==> src/rtl/dmem_arbiter_pkg.sv <==
// dmem_arbiter_pkg: shared memory handshake types and arbiter constants
package dmem_arbiter_pkg;
  typedef struct packed {
    logic [31:0] write_data;
    logic        valid;
    logic        wen;
    logic        byte_not_word;
    logic        yumi;
  } mem_in_s;

  typedef struct packed {
    logic [31:0] read_data;
    logic        valid;
    logic        yumi;
  } mem_out_s;

  typedef enum logic [1:0] {ARB_IDLE, ARB_REQ, ARB_RESP} arb_state_e;

  localparam int arb_timeout_default_gp = 255;
endpackage

==> src/rtl/dmem_arbiter_rr_picker.sv <==
// rr_picker: combinational round-robin pick starting one past the last winner
module rr_picker #(
  parameter int num_req_p = 4,
  localparam int idx_w = $clog2(num_req_p)
) (
  input  logic [num_req_p-1:0] i_req,
  input  logic [idx_w-1:0]     i_last,
  output logic [num_req_p-1:0] o_onehot,
  output logic [idx_w-1:0]     o_idx,
  output logic                 o_any
);
  logic [idx_w-1:0] w_j;
  always_comb begin
    o_onehot = '0;
    o_idx    = '0;
    o_any    = 1'b0;
    w_j      = '0;
    // scan farthest-first so the nearest requester after i_last overwrites last
    for (int k = num_req_p; k >= 1; k--) begin
      w_j = idx_w'((int'(i_last) + k) % num_req_p);
      if (i_req[w_j]) begin
        o_onehot      = '0;
        o_onehot[w_j] = 1'b1;
        o_idx         = w_j;
        o_any         = 1'b1;
      end
    end
  end
endmodule

==> src/rtl/dmem_arbiter.sv <==
// dmem_arbiter: round-robin share of one data memory port, one transaction in flight
module dmem_arbiter import dmem_arbiter_pkg::*; #(
  parameter int num_req_p = 4,
  parameter int timeout_p = arb_timeout_default_gp
) (
  input  logic                        clk,
  input  logic                        reset,
  input  mem_in_s  [num_req_p-1:0]    req_i,
  input  logic [num_req_p-1:0][31:0]  req_addr_i,
  output mem_out_s [num_req_p-1:0]    req_o,
  output mem_in_s                     mem_o,
  output logic [31:0]                 mem_addr_o,
  input  mem_out_s                    mem_i,
  output logic [num_req_p-1:0]        grant_o,
  output logic                        timeout_o
);
  localparam int idx_w = $clog2(num_req_p);
  localparam int tmr_w = $clog2(timeout_p + 1);

  arb_state_e           r_state;
  logic [num_req_p-1:0] r_grant;
  logic [idx_w-1:0]     r_gidx;
  logic [idx_w-1:0]     r_last;
  logic [tmr_w-1:0]     r_timer;
  logic                 r_timeout;
  logic [num_req_p-1:0] w_valid;
  logic [num_req_p-1:0] w_win;
  logic [idx_w-1:0]     w_win_idx;
  logic                 w_any;
  mem_in_s              w_greq;
  logic                 w_done;

  for (genvar i = 0; i < num_req_p; i++) begin : g_vld
    assign w_valid[i] = req_i[i].valid;
  end

  rr_picker #(.num_req_p(num_req_p)) u_pick (
    .i_req   (w_valid),
    .i_last  (r_last),
    .o_onehot(w_win),
    .o_idx   (w_win_idx),
    .o_any   (w_any)
  );

  assign w_greq    = req_i[r_gidx];
  assign w_done    = mem_i.valid & w_greq.yumi;
  assign grant_o   = (r_state == ARB_IDLE) ? '0 : r_grant;
  assign timeout_o = r_timeout;

  always_ff @(posedge clk or negedge reset) begin
    if (!reset) begin
      r_state   <= ARB_IDLE;
      r_grant   <= '0;
      r_gidx    <= '0;
      r_last    <= idx_w'(num_req_p - 1);
      r_timer   <= '0;
      r_timeout <= 1'b0;
    end else begin
      r_timeout <= r_timeout | (r_timer == tmr_w'(timeout_p));
      if (r_state != ARB_IDLE && r_timer != tmr_w'(timeout_p)) r_timer <= r_timer + 1'b1;
      case (r_state)
        ARB_IDLE: if (w_any) begin
          r_state <= ARB_REQ;
          r_grant <= w_win;
          r_gidx  <= w_win_idx;
          r_timer <= '0;
        end
        // a withdrawn request aborts only if memory has not taken it this cycle
        ARB_REQ: if (mem_i.yumi) begin
          r_last  <= r_gidx;
          r_state <= w_done ? ARB_IDLE : ARB_RESP;
        end else if (!w_greq.valid) r_state <= ARB_IDLE;
        ARB_RESP: if (w_done) r_state <= ARB_IDLE;
        default: r_state <= ARB_IDLE;
      endcase
    end
  end

  always_comb begin
    mem_o      = '0;
    mem_addr_o = '0;
    for (int i = 0; i < num_req_p; i++) begin
      req_o[i].read_data = mem_i.read_data;
      req_o[i].valid     = 1'b0;
      req_o[i].yumi      = 1'b0;
    end
    if (r_state == ARB_REQ) begin
      mem_o               = w_greq;
      mem_addr_o          = req_addr_i[r_gidx];
      req_o[r_gidx].yumi  = mem_i.yumi;
    end
    if (r_state == ARB_RESP) mem_o.yumi = w_greq.yumi;
    if (r_state != ARB_IDLE) req_o[r_gidx].valid = mem_i.valid;
  end
endmodule

==> config.mk <==
export PLATFORM = sky130hd
export DESIGN_NAME = dmem_arbiter
export DESIGN_NICKNAME = d
export VERILOG_FILES = /design/src/rtl/dmem_arbiter_pkg.sv /design/src/rtl/dmem_arbiter_rr_picker.sv /design/src/rtl/dmem_arbiter.sv
export SDC_FILE = /design/constraint.sdc
export NUM_CORES = 1
export LEC_CHECK = 0
export BUFFER_PORTS_ARGS = -buffer_cell sky130_fd_sc_hd__buf_2
export CORE_AREA = 2 2 201 203
export CTS_CLUSTER_DIAMETER = 80
export CTS_CLUSTER_SIZE = 16
export DETAILED_ROUTE_END_ITERATION = 10
export DIE_AREA = 0 0 203 205
export PLACE_DENSITY_LB_ADDON = 0.25
export SKIP_LAST_GASP = 1
export SLEW_MARGIN = 10
export SYNTH_ARGS = -nofsm -noshare
export SYNTH_HDL_FRONTEND = slang
export SYNTH_HIERARCHICAL = 1
export SYNTH_SLANG_ARGS = --single-unit
==> constraint.sdc <==
create_clock -name clk -period 4.5 [get_ports clk]
set_input_delay 0.225 -clock clk [delete_from_list [all_inputs] [get_ports clk]]
set_output_delay 0.225 -clock clk [all_outputs]
set_load 0.05 [all_outputs]
==> metrics, run 1 <==
Die Span Y=205 µm; most frequent cells in the layout=buf_2, mux4_2, and2_1; crit path launch=r_gidx[0]; Peak supply drop=0.344 mV; fin nets=977; core area=0.0394 mm²; skew final=0.00411 ns; Final Cycle Share=65.2%; synthesis-stage register bit count=19; First DRT Iteration DRCs=253; total wire length=20700 µm; Via density=3.64; Design Area, Final=0.00593 mm²; worst min-delay path category=in -> reg; layout overhead on the synthesized area=30.9%; GRT Total Usage=8.99%; Filler Cells Inserted=4511; Residual DRC=0; R2R setup slack=1.76 ns; CTS max path bufs=2; global-route wire length before repair=28300 µm; PortBufs=356; DIE AREA=0.0416 mm²; Post-DP Area=0.00584 mm²; Worst-path clk slew=0.06 ns; sink of the worst hold path=r_state[1]; I/O Pins=517; outcome=finished, final reports clean; post-synthesis cell type count=47; unrepaired setup endpoints after global routing=false; sequential cell area=485 µm²; slew of the pin with the lowest slew margin=0.989 ns; sequential area share after synthesis=10.5%; Final Critical Period=2.93 ns; share of cells above drive strength 1=67.5%; Post-Syn Area=0.00453 mm²; Num CTS Buffers=3; Max Cap Viol=0; clock root buffer=clkbuf_16; critical path class=reg -> out; Antenna Nets Post-Route=0; Synth Area per Inst=9.96 µm²; Reg-to-Reg Start=r_last[0]; GP Congestion=0.776; Synth Warn #=6; ys flop type=dfrtp_1; DP Wirelength=17500 µm; vias in the first global route=4338; Power Dens Cells=686 mW/mm²; R2R cell count=8; Initial Util=11.5%; commonest non-fill, non-tap cell in the layout=buf_2; # Post-CTS Setup Buffers=0; CTS tree=done; via count=4326; Setup Viol. Count Final=0; gr ovfl total=0; largest net degree at the start of global routing=51; Critical Path Sink Type=output pin; Slew Limit Fails=0; fraction of registers with async set/reset=100%; Post-Syn Nets=770; CP Launch Type=register; Worst EP arrival=2.71 ns; CP required=4.28 ns; worst hold stages=2; Cell Rows=73; Slew headroom=34.1%; Multi-input gate area=0.00285 mm²; Post-synth EDFFs=0; Min-Delay Startpoint=mem_i[1]; setup TNS=0 ns; Fmax=341 MHz; capturing point of the worst reg2reg path=r_grant[1]; Post-Syn Instances=455; Hold Vio Cnt, Final=0; leakage power=2.79 nW; initial antenna violation count=5; width of the die=203 µm; Clock Sinks=19; drt wl/cell=17.5 µm; clk_lat worst skew=0.25 ns; DRT Pass-1 Iters=4; CP max FO=50; H-tree depth=1
metrics by stage:
step	utilization (%)	instances	hold slack [ns]	setup WS, ns	total power, mW
final	15.1	1187	0.184	1.57	4.07
after global routing	15.1	1187	0.198	1.27	4.36
after CTS	15.1	1186	0.185	1.42	4.15
after detailed placement	14.8	1181	0.203	1.69	3.95
after global placement	14.8	1181	0.205	1.72	3.97
after floorplan	-	455	-0.0706	2.21	3.47
area by class of cell:
class                      instances  share of cell area, %
inverter                          10                  0.633
multi-input combinational        267                   48.0
timing repair buffer             361                   30.7
clock buffer                       3                   1.27
sequential                        19                   8.18
tap                              525                   11.1
clock inverter                     1                 0.0844
antenna                            1                 0.0422
registers in the layout, summed over array words and instances (netlist names):
| signal | flops |
|---|---|
| r_timer | 8 |
| r_grant | 4 |
| r_gidx | 2 |
| r_last | 2 |
| r_state | 2 |
| timeout_o | 1 |
critical path, stage by stage, from the launching register on:
cell and delay, ns:
dfrtp_4 1.07, buf_4 0.44, mux4_2 0.53, and2_1 0.17
buf_2 0.21
cells in the mapped netlist (2+ instances only):
library cell	instances	share of area, %
mux4_2	68	34
nor2b_1	6	0.83
inv_1	9	0.75
a211oi_1	3	0.50
nor2_1	14	1.2
a2111oi_2	2	0.66
dfrtp_1	17	9.4
clkbuf_1	8	0.66
a32oi_1	4	0.77
xnor2_1	3	0.58
mux2_2	3	0.75
a21o_1	3	0.50
mux4_1	2	1.2
nor3b_1	2	0.33
dfstp_2	2	1.2
buf_2	10	1.1
nand2b_1	5	0.69
buf_6	9	2.2
nand3_1	6	0.66
mux2i_1	6	1.3
ha_1	7	1.9
nor3_1	4	0.44
nand2_1	24	2.0
buf_4	131	22
a21oi_1	6	0.66
and3_1	2	0.28
and2_1	68	9.4
o21ai_0	12	1.3
metal layers:
metal / share of wire, % / GRT usage (%)
met5: 0 / 0
met4: 1.0 / 1.17
met3: 12 / 3.90
met2: 48 / 15.0
met1: 39 / 11.0
kinds of logic after synthesis:
kind of cell / count (synthesis) / synth area share [%]
compound gates: 40 / 6.29
flops: 19 / 10.5
buf+inv: 169 / 26.6
mux: 79 / 37.0
simple gates: 138 / 17.0
fa+ha+maj: 7 / 1.93
xor+xnor: 3 / 0.580
worst max-delay path by stage:
stage	end	slack (ns)
after floorplan	r_grant[0]	2.21
after global placement	mem_o[6]	1.72
after detailed placement	mem_o[6]	1.69
after CTS	mem_o[6]	1.42
after global routing	mem_o[6]	1.27
final	mem_o[6]	1.57
timing repair:
item                                   in CTS  in global routing
hold buffers                                1                  0
endpoints found under the hold margin      17                  0
gates resized for setup                     0                  0
power by group:
part | switching (mW) | leakage [nW] | internal (mW)
clock | 0.0695 | 0.0409 | 0.119
sequential | 0.261 | 0.236 | 0.238
combinational | 2.16 | 2.52 | 1.22
No activity file was read; power rests on OpenSTA's default activity.
==> run 2: changes to the inputs <==
==> constraint.sdc (replaced) <==
create_clock -name clk -period 3 [get_ports clk]
set_input_delay 0.15 -clock clk [delete_from_list [all_inputs] [get_ports clk]]
set_output_delay 0.15 -clock clk [all_outputs]
set_load 0.05 [all_outputs]
==> run 2 against run 1 <==
Against the previous run: global-route usage fell by 0.079 points; die area did not move; critical path type is now reg -> reg; count of clock-buffer cells in the layout rose by 1; wire length fell by 0.65%; power rose by 52%; setup slack got worse by 1.2 ns; sequential power rose by 25%; critical endpoint is now r_grant[1]; critical path depth rose by 4.
==> metrics, run 2 (synthesis gave the netlist of run 1 again) <==
Clock Sinks=19; CP max FO=18; skew final=0.00276 ns; Biggest register=r_timer; Final Cycle Share=86.9%; commonest non-fill, non-tap cell in the layout=buf_2; fin nets=981; initial antenna violation count=9; slew of the pin with the lowest slew margin=0.603 ns; vias in the first global route=4336; # resized after CTS=0; Final Critical Period=2.61 ns; DIE AREA=0.0416 mm²; via count=4386; largest net degree at the start of global routing=44; Max Cap Viol=0; Worst path most repeated cell=nand2_1; CTS max path bufs=2; clk_lat worst skew=0.25 ns; Met2 Wirelength=9620 µm; Setup Viol. Count Final=0; Filler Cells Inserted=4458; core area=0.0394 mm²; worst min-delay path category=in -> reg; share of cells above drive strength 1=67.5%; clock root buffer=clkbuf_16; gr ovfl total=0; GP Congestion=0.772; I/O Pins=517; most frequent cells in the layout=buf_2, mux4_2, and2_1; setup TNS=0 ns; crit path cell chain=inv_2, ha_1, mux2i_1, a2111oi_2, o21ai_0, a32oi_1, nand2_1, nand2_1; Peak supply drop=0.524 mV; unrepaired setup endpoints after global routing=false; Power Dens Cells=1030 mW/mm²; global-route wire length before repair=28000 µm; CP required=3.18 ns; Initial Util=11.5%; width of the die=203 µm; leakage power=2.82 nW; wl on met1=7990 µm; total wire length=20600 µm; Layout Utilization=15.3%; Worst EP arrival=2.79 ns; GRT Total Usage=8.91%; Critical Path Sink Type=register; outcome=finished, final reports clean; Slew Limit Fails=0; Hold Vio Cnt, Final=0; top routing layer used=met5; Num CTS Buffers=3; H-tree depth=1; Fmax=384 MHz; Cell Rows=73; Residual DRC=0; CTS tree=done; Slew headroom=59.4%; number of flip-flops in the largest register=8; Worst-path clk slew=0.05 ns; CP Launch Type=register; drt wl/cell=17.3 µm; met3 WL=2460 µm; Die Span Y=205 µm; DRT Pass-1 Iters=4; Critical Path Slowest Stage Cell=dfstp_2; Antenna Nets Post-Route=0; DP Wirelength=17500 µm; layout overhead on the synthesized area=32.5%; First DRT Iteration DRCs=229; Max stage delay on crit path=0.73 ns; critical path class=reg -> reg; PortBufs=356; Top Registers=r_timer (8), r_grant (4); Via density=3.68
==> run 2: changes by cell type in the layout (fill, tap and decap cells not counted) <==
cell / before / now
buf_12: 0 / 3
buf_4: 4 / 5
clkbuf_1: 0 / 1
clkinv_2: 1 / 0
diode_2: 1 / 3
==> run 2: metrics by stage <==
step | hold WS (ns) | worst slack [ns] | power [mW] | area, µm² | cells
global route | 0.116 | 0.186 | 6.67 | 6000 | 1193
floorplan | -0.146 | 0.711 | 5.20 | 4530 | 455
global placement | 0.139 | 0.449 | 6.07 | 5910 | 1185
detailed placement | 0.144 | 0.421 | 6.07 | 5910 | 1185
CTS | 0.116 | 0.406 | 6.36 | 6000 | 1190
finish | 0.117 | 0.394 | 6.21 | 6000 | 1193
==> run 2: worst paths after layout <==
| path | start | end | slack [ns] | depth (start not counted) |
|---|---|---|---|---|
| hold / removal | mem_i[1] | r_state[1] | 0.12 | 2 |
| min in group asynchronous | reset | timeout_o | 0.42 | 2 |
| hold reg to reg | timeout_o | timeout_o | 0.46 | 1 |
| max in group asynchronous | reset | r_gidx[0] | 2.22 | 2 |
| setup reg to reg | r_last[1] | r_grant[1] | 0.39 | 8 |
| setup / recovery | r_last[1] | r_grant[1] | 0.39 | 8 |
==> run 2: routing by layer <==
metal  global-route usage, %  vias to the layer above
met5                       0                        -
met1                    10.6                     2100
met4                    2.40                        4
met3                    4.22                       27
met2                    14.3                      319
li1                        -                     1936
==> run 2: power breakdown <==
group	switching [mW]	leakage (nW)	internal (mW)
clock network	0.0925	0.0382	0.181
logic	3.39	2.55	1.92
registers	0.264	0.236	0.358
total	3.75	2.82	2.46
==> run 2: area by class of cell <==
class / count / area (µm²) / area share, %
multi-input cells: 267 / 2850 / 47.4
repair buffers: 365 / 1890 / 31.5
well taps: 525 / 657 / 10.9
flip-flops and latches: 19 / 485 / 8.09
clock buffers: 4 / 78.8 / 1.31
inverters: 10 / 37.5 / 0.625
diodes: 3 / 7.51 / 0.125
==> run 2: timing repair <==
item / CTS / global route
buffers inserted: 0 / 0
hold buffers: 1 / 0
hold endpoints to repair: 17 / 0
==> run 2: critical path, delay by kind of cell (launching register included) <==
kind / cells / cell delay [ns]
AO/OA/AOI/OAI: 3 / 0.90
flip-flops: 1 / 0.73
adder cells (fa/ha/maj): 1 / 0.49
multiplexers: 1 / 0.16
AND/OR/NAND/NOR: 2 / 0.14
buffers and inverters: 1 / 0.11
==> run 3: changes to the inputs <==
--- a/config.mk
+++ b/config.mk
@@ -12,6 +12,7 @@
 export DETAILED_ROUTE_END_ITERATION = 10
 export DIE_AREA = 0 0 203 205
 export PLACE_DENSITY_LB_ADDON = 0.25
+export RECOVER_POWER = 100
 export SKIP_LAST_GASP = 1
 export SLEW_MARGIN = 10
 export SYNTH_ARGS = -nofsm -noshare
==> run 3 against run 2 <==
Against the previous run: cell count did not move; die area did not move; wire length barely moved; fmax fell by 3.4%; count of clock-buffer cells in the layout did not move; register-to-register slack got worse by 0.09 ns; utilization fell by 0.10 points; power fell by 0.86%; combinational power fell by 0.9%; critical path depth did not move; cell area fell by 0.67%; clock skew barely moved; highest routed layer unchanged.
==> metrics, run 3 (synthesis gave the netlist of run 1 again) <==
core area=0.0394 mm²; # Post-CTS Setup Buffers=0; CTS max path bufs=2; CP required=3.18 ns; setup TNS=0 ns; gr ovfl total=0; DRT Pass-1 Iters=4; critical path class=reg -> reg; Biggest register=r_timer; clock root buffer=clkbuf_16; drt wl/cell=17.3 µm; Fmax=371 MHz; share of cells above drive strength 1=63.3%; Min-Delay Startpoint=mem_i[1]; Slew Limit Fails=0; Power Dens Cells=1030 mW/mm²; Final Cycle Share=90.0%; I/O Pins=517; number of flip-flops in the largest register=8; Max stage delay on crit path=0.73 ns; Initial Util=11.5%; R2R cell count=8; Antenna Nets Post-Route=0; initial antenna violation count=9; leakage power=2.70 nW; unrepaired setup endpoints after global routing=false; skew final=0.00294 ns; total wire length=20600 µm; crit path cell chain=inv_1, ha_1, mux2i_1, a2111oi_2, o21ai_0, a32oi_1, nand2_1, nand2_1; Via density=3.66; CP max FO=18; PortBufs=356; Clock Sinks=19; worst min-delay path category=in -> reg; Setup Viol. Count Final=0; vias in the first global route=4336; H-tree depth=1; Worst EP arrival=2.88 ns; width of the die=203 µm; CTS tree=done; Max Cap Viol=0; slew of the pin with the lowest slew margin=1.18 ns; commonest non-fill, non-tap cell in the layout=buf_2; GP Congestion=0.772; crit path launch=r_last[1]; Num CTS Buffers=3; CP Launch Type=register; First DRT Iteration DRCs=232; Die Span Y=205 µm; Filler Cells Inserted=4474; largest net degree at the start of global routing=44; fin nets=981; DIE AREA=0.0416 mm²; DP Wirelength=17500 µm; Slew headroom=21.5%; Peak supply drop=0.519 mV; Top Registers=r_timer (8), r_grant (4); Final Critical Period=2.70 ns; Critical Path Slowest Stage Cell=dfstp_2; Worst path most repeated cell=nand2_1; global-route wire length before repair=28000 µm; clk_lat worst skew=0.25 ns; Cell Rows=73; GRT Total Usage=8.91%; Residual DRC=0; Reg-to-Reg Start=r_last[1]; outcome=finished, final reports clean; worst path bufs/invs=1; Layout Utilization=15.2%; Levels on crit path=8; worst hold stages=2; Worst-path clk slew=0.06 ns; via count=4367; Hold Vio Cnt, Final=0; Critical Path Sink Type=register; most frequent cells in the layout=buf_2, mux4_2, and2_1; # resized after CTS=0; layout overhead on the synthesized area=31.6%; Hold Buf Count CTS=1; cell family with most CP delay=compound AO/OA/AOI/OAI gates
[run 3: final cells by class]
| cell class | count | area (µm²) | share of cell area, % |
|---|---|---|---|
| multi-input combinational | 267 | 2850 | 47.7 |
| timing repair buffer | 365 | 1850 | 31.1 |
| inverter | 10 | 37.5 | 0.629 |
| clock buffer | 4 | 78.8 | 1.32 |
| antenna | 3 | 7.51 | 0.126 |
| sequential | 19 | 483 | 8.10 |
| tap | 525 | 657 | 11.0 |
[run 3: path summary, 6_finish.rpt]
kind	end	slack, ns
setup / recovery	r_grant[1]	0.30
hold / removal	r_state[1]	0.11
setup reg to reg	r_grant[1]	0.30
hold reg to reg	timeout_o	0.46
max in group asynchronous	r_gidx[1]	1.48
min in group asynchronous	timeout_o	0.68
[run 3: power by group]
| group | internal [mW] | total, mW | leakage [nW] | switching [mW] |
|---|---|---|---|---|
| Sequential | 0.354 | 0.619 | 0.236 | 0.265 |
| Clock | 0.181 | 0.273 | 0.0382 | 0.0929 |
| Combinational | 1.85 | 5.26 | 2.43 | 3.41 |
[run 3: worst register-to-register path, delay by kind of cell, from the launching register on]
family                   cells  cell delay (ns)
flip-flops                   1             0.73
buffers and inverters        1             0.17
adder cells (fa/ha/maj)      1             0.50
AND/OR/NAND/NOR              2             0.15
AO/OA/AOI/OAI                3             0.91
multiplexers                 1             0.17
[run 3: per-layer routing]
metal / routed length [µm] / share of wire, % / up-vias / track usage [%]
met5: 27 / 0.13 / - / 0
met4: 519 / 2.5 / 4 / 2.40
met3: 2490 / 12 / 27 / 4.22
met2: 9620 / 47 / 312 / 14.3
met1: 7950 / 39 / 2090 / 10.6
li1: - / - / 1934 / -
[run 3: stage by stage]
stage	power [mW]	instances	worst slack (ns)	hold WS, ns	instance area, µm²
after global placement	6.07	1185	0.449	0.139	5910
final	6.15	1193	0.301	0.113	5960
after global routing	6.61	1193	0.0955	0.116	5960
after CTS	6.36	1190	0.406	0.116	6000
after detailed placement	6.07	1185	0.421	0.144	5910
after floorplan	5.20	455	0.711	-0.146	4530
